[config.mk]
export PLATFORM = sky130hd
export DESIGN_NAME = bcd_to_bin_flat
export DESIGN_NICKNAME = d
export VERILOG_FILES = /design/src/rtl/bcd_to_bin_if.sv /design/src/rtl/bcd_to_bin.sv /design/src/flat_wrapper.sv
export SDC_FILE = /design/constraint.sdc
export NUM_CORES = 1
export LEC_CHECK = 0
export BUFFER_PORTS_ARGS = -buffer_cell sky130_fd_sc_hd__buf_2
export CAP_MARGIN = 20
export CORE_MARGIN = 4
export CORE_UTILIZATION = 50
export CTS_CLUSTER_DIAMETER = 40
export DETAILED_ROUTE_END_ITERATION = 16
export GPL_ROUTABILITY_DRIVEN = 1
export PLACE_DENSITY = 0.71
export SETUP_SLACK_MARGIN = 0.4
export SKIP_LAST_GASP = 1
export SYNTH_ARGS = -nofsm -noshare
export SYNTH_HDL_FRONTEND = slang
export SYNTH_SLANG_ARGS = --single-unit
[constraint.sdc]
create_clock -name clk -period 4.3 [get_ports clk]
set_input_delay 0.43 -clock clk [delete_from_list [all_inputs] [get_ports clk]]
set_output_delay 0.43 -clock clk [all_outputs]
set_load 0.1 [all_outputs]
[src/rtl/bcd_to_bin_if.sv]
// Request/result bundle for the BCD-to-binary converter.
// The master issues start with a packed 4-digit BCD word and watches the
// ready/done_tick handshake; the slave converts and reports the result.
interface bcd_to_bin_if;
  logic        start;
  logic [15:0] bcd_in;
  logic        ready;
  logic        done_tick;
  logic [13:0] bin_out;
  logic        err;

  modport master (
    output start, bcd_in,
    input  ready, done_tick, bin_out, err
  );

  modport slave (
    input  start, bcd_in,
    output ready, done_tick, bin_out, err
  );
endinterface

[src/rtl/bcd_to_bin.sv]
// Iterative 4-digit BCD to 14-bit binary converter (reverse double-dabble).
// One bit of the result is produced per OP cycle, so a valid conversion
// takes 14 OP cycles followed by a single DONE cycle. Invalid digits skip
// OP entirely and report err with a zero result.
module bcd_to_bin (
  input  logic           clk,
  input  logic           reset,
  bcd_to_bin_if.slave    bus
);

  localparam int BCD_W = 16;
  localparam int BIN_W = 14;
  localparam logic [3:0] LAST_STEP = 4'd13;

  typedef enum logic [1:0] {IDLE, OP, DONE} state_t;

  state_t             state, state_nxt;
  logic [BCD_W-1:0]   bcd_reg;
  logic [BIN_W-1:0]   bin_reg;
  logic [3:0]         cnt;
  logic [BIN_W-1:0]   bin_out_r;
  logic               err_r;
  logic               ready_c;
  logic               done_c;
  logic               in_valid;

  logic [BCD_W+BIN_W-1:0] shifted;
  logic [BCD_W-1:0]       bcd_step;
  logic [BIN_W-1:0]       bin_step;

  // True when every packed digit is a legal decimal digit (0..9).
  function automatic logic digits_valid(input logic [BCD_W-1:0] v);
    logic ok;
    ok = 1'b1;
    for (int d = 0; d < 4; d++) begin
      if (v[4*d +: 4] > 4'd9) ok = 1'b0;
    end
    return ok;
  endfunction

  // After a right shift, a digit >= 8 received a carried-in 10 worth of
  // weight as 8; subtracting 3 restores a correct decimal digit.
  function automatic logic [BCD_W-1:0] dabble_adjust(input logic [BCD_W-1:0] v);
    logic [BCD_W-1:0] r;
    r = v;
    for (int d = 0; d < 4; d++) begin
      if (r[4*d +: 4] >= 4'd8) r[4*d +: 4] = r[4*d +: 4] - 4'd3;
    end
    return r;
  endfunction

  assign in_valid = digits_valid(bus.bcd_in);
  assign shifted  = {bcd_reg, bin_reg} >> 1;
  assign bin_step = shifted[BIN_W-1:0];
  assign bcd_step = dabble_adjust(shifted[BCD_W+BIN_W-1:BIN_W]);

  // State register.
  always_ff @(posedge clk) begin
    if (reset) state <= IDLE;
    else       state <= state_nxt;
  end

  // Next-state and handshake outputs.
  always_comb begin
    state_nxt = state;
    ready_c   = 1'b0;
    done_c    = 1'b0;
    case (state)
      IDLE: begin
        ready_c = 1'b1;
        if (bus.start) state_nxt = in_valid ? OP : DONE;
      end
      OP: begin
        if (cnt == 4'd0) state_nxt = DONE;
      end
      DONE: begin
        done_c    = 1'b1;
        state_nxt = IDLE;
      end
      default: state_nxt = IDLE;
    endcase
  end

  // Shift registers, step counter and the held result.
  always_ff @(posedge clk) begin
    if (reset) begin
      bcd_reg   <= '0;
      bin_reg   <= '0;
      cnt       <= '0;
      bin_out_r <= '0;
      err_r     <= 1'b0;
    end else begin
      case (state)
        IDLE: begin
          if (bus.start) begin
            bcd_reg <= bus.bcd_in;
            bin_reg <= '0;
            if (in_valid) begin
              cnt <= LAST_STEP;
            end else begin
              bin_out_r <= '0;
              err_r     <= 1'b1;
            end
          end
        end
        OP: begin
          bcd_reg <= bcd_step;
          bin_reg <= bin_step;
          cnt     <= cnt - 4'd1;
          if (cnt == 4'd0) begin
            bin_out_r <= bin_step;
            err_r     <= 1'b0;
          end
        end
        default: ;
      endcase
    end
  end

  assign bus.ready     = ready_c;
  assign bus.done_tick = done_c;
  assign bus.bin_out   = bin_out_r;
  assign bus.err       = err_r;

endmodule
[src/flat_wrapper.sv]
// flat-port wrapper written by rule: the top's interface ports become plain ports
module bcd_to_bin_flat 
  (clk, reset, bus_start, bus_bcd_in, bus_ready, bus_done_tick, bus_bin_out, bus_err);
  bcd_to_bin_if bus_i ();
  input  logic clk;
  input  logic reset;
  input wire logic [$bits(bus_i.start)-1:0] bus_start;
  input wire logic [$bits(bus_i.bcd_in)-1:0] bus_bcd_in;
  output wire logic [$bits(bus_i.ready)-1:0] bus_ready;
  output wire logic [$bits(bus_i.done_tick)-1:0] bus_done_tick;
  output wire logic [$bits(bus_i.bin_out)-1:0] bus_bin_out;
  output wire logic [$bits(bus_i.err)-1:0] bus_err;
  assign bus_i.start = bus_start;
  assign bus_i.bcd_in = bus_bcd_in;
  assign bus_ready = bus_i.ready;
  assign bus_done_tick = bus_i.done_tick;
  assign bus_bin_out = bus_i.bin_out;
  assign bus_err = bus_i.err;
  bcd_to_bin u_core (.clk(clk), .reset(reset), .bus(bus_i));
endmodule
==> impl_metrics.json <==
{
  "status": "completed",
  "cts_tree": "yes",
  "die_y_um": 77.6,
  "ys.flop_type": "dfxtp_1",
  "finalSetupViolCount": 0,
  "cts.htree.levels": 2,
  "pin_count": 36,
  "max_slew_margin": 0.291,
  "syn_area_per_cell_um2": 8.41,
  "grt_util_all_layers": 0.187,
  "cts_hold_buffers": 0,
  "yosysSeqAreaShare": 0.413,
  "rsz0062_at_grt": "false",
  "fmax_ghz": 0.438,
  "drive_above_1_share": 0.179,
  "wl_um": 5260,
  "crit_end": "bus_ready",
  "area.sequential_mm2": 0.00100,
  "routedWlPerCell_um": 14.0,
  "p_leak_nw": 0.946,
  "clock-sinks": 50,
  "cts.reportedPaths.clkPinSlew_ns": 0.09,
  "grt_max_degree": 51,
  "grt_overflow": 0,
  "postCtsSetupRepairBufs": 0,
  "setup-tns-final_ns": 0,
  "synth_most_common_cell": "dfxtp_1",
  "startpoint_type": "flip-flop",
  "die_w_um": 77.6,
  "drc": 0,
  "reg2reg_from": "u_core.state[0]",
  "drv_cap": 0,
  "io_buffers": 35,
  "gp_congestion": 0.828,
  "cts_made_buffers": 5,
  "clock_skew_ns": 0.0107,
  "syn-num-nets": 314,
  "worstReg2RegEnd": "u_core.bcd_reg[5]",
  "powerDensity_mw_per_mm2": 358,
  "ys_types": 38,
  "dp.cells": 367,
  "synth_seq_cells": 50,
  "dp_hpwl_um": 3430,
  "cts_resized": 0,
  "fp.coreArea_mm2": 0.00472,
  "rr_worst_depth": 5,
  "hold_viol": 0,
  "worst_ep_required_time_ns": 3.87,
  "syn-cell-area_mm2": 0.00242,
  "startpoint": "u_core.state[0]",
  "ys_warn_count": 0,
  "final.fill_count": 430,
  "fin_cells": 375,
  "peakVddDrop_mv": 0.161,
  "start_util": 0.513,
  "period_minus_slack_ns": 2.28,
  "vias_per_cell": 5.58,
  "slew_viol_final": 0,
  "path_max_fanout": 18,
  "async_reset_ff_frac": 0,
  "largest_reg_flops": 16,
  "root_buffer": "clkbuf_8",
  "worst_slew_pin_slew_ns": 1.06,
  "syn_to_final_growth_pct": 9.87,
  "row_count": 25,
  "hold_path_class": "primary input to flip-flop",
  "grt_pass1_vias": 2006,
  "post-route-period-util": 0.531,
  "worst_path_max_delay_cell": "dfxtp_1",
  "worstSetupEndpointType": "primary output",
  "syn_inst": 288,
  "hold_path_startpoint": "bus_bcd_in[12]",
  "fin_nets": 333,
  "antennaDiodeCount": 0,
  "cp.arrival_ns": 1.85,
  "dieArea_mm2": 0.00602,
  "yosysTopAreaCell": "dfxtp_1",
  "worstSkewPairLatency_ns": 0.31,
  "antenna_found_initial": 0,
  "synth_edf_count": 0,
  "yosys-top-cells-count": "dfxtp_1 (50), nand3_1 (42), nand2_1 (32), nor2_1 (24), a21oi_1 (18)",
  "drt-initial-drc-count": 165,
  "num_vias": 2092,
  "crit_type": "flip-flop to primary output",
  "drtAntennaViolNets": 0,
  "critical-path-max-stage-delay_ns": 0.52,
  "r2r_slack_ns": 2.04,
  "drt_first_pass_iters": 4,
  "yosys.area.top_type_share": 0.413,
  "synth.area.top_cells": "dfxtp_1 (41%), nand3_1 (8.7%), nand2_1 (5.0%)",
  "crit_chain": "nor2_4, buf_2",
  "multi_input_area_mm2": 0.00126,
  "finalCoreUtilization": 0.563,
  "grt_pass1_wl_um": 9220,
  "clock_path_buffers": 2
}
## stage by stage
step	setup slack (ns)	hold WS, ns	area (um^2)	power (mW)
floorplan	1.90	0.446	2420	0.633
CTS	2.01	0.374	2660	0.962
global route	1.81	0.396	2660	0.993
detailed placement	2.08	0.453	2560	0.662
finish	2.02	0.379	2660	0.954
global placement	2.13	0.449	2560	0.661
## layout make-up
| class | instances | area share |
|---|---|---|
| Multi-Input combinational cell | 206 | 0.475 |
| Sequential cell | 50 | 0.376 |
| Timing Repair Buffer | 36 | 0.0686 |
| Tap cell | 67 | 0.0315 |
| Clock buffer | 6 | 0.0310 |
| Inverter | 8 | 0.0113 |
| Clock inverter | 2 | 0.00611 |
## routing by layer
metal | track usage | up-vias | share of wire
met5 | 0 | - | 0
met4 | 0.0801 | 0 | 0.018
met3 | 0.0348 | 8 | 0.032
met2 | 0.301 | 35 | 0.46
met1 | 0.243 | 986 | 0.49
li1 | - | 1063 | -
## worst max-delay path: cells and delay by family (launching register included)
family | cells | cell delay [ns]
flops | 1 | 0.52
simple gates | 1 | 0.50
buf+inv | 1 | 0.52
## kinds of logic after synthesis
family / Yosys count / synth area share
compound gates: 76 / 0.221
xor+xnor: 8 / 0.0289
fa+ha+maj: 7 / 0.0362
buf+inv: 32 / 0.0646
flops: 50 / 0.413
simple gates: 115 / 0.237
## cells in the final DEF (no fill, tap or decap), drive strengths merged, types with 2 or more instances in the layout
cell type  instances
o211ai             9
xnor2              7
buf               36
nor2              26
o221ai             3
ha                 7
a31oi             14
inv                9
nand2             34
nand2b             5
a22oi             13
dfxtp             50
o21ai              7
nand3             42
a311oi             6
a2111oi            2
clkbuf             6
a21oi             18
## power breakdown
group	total, mW	internal [mW]	switching [mW]
clock	0.302	0.133	0.169
combinational	0.149	0.0473	0.102
sequential	0.503	0.481	0.0222
## worst min path at each step
stage	endpoint	slack (ns)	cells after the start
floorplan	u_core.bcd_reg[0]	0.45	2
global placement	u_core.bus.err	0.45	1
detailed placement	u_core.bus.err	0.45	1
CTS	u_core.bcd_reg[12]	0.37	3
global route	u_core.bcd_reg[12]	0.40	3
finish	u_core.bcd_reg[12]	0.38	3
No activity file was read; power rests on OpenSTA's default activity.
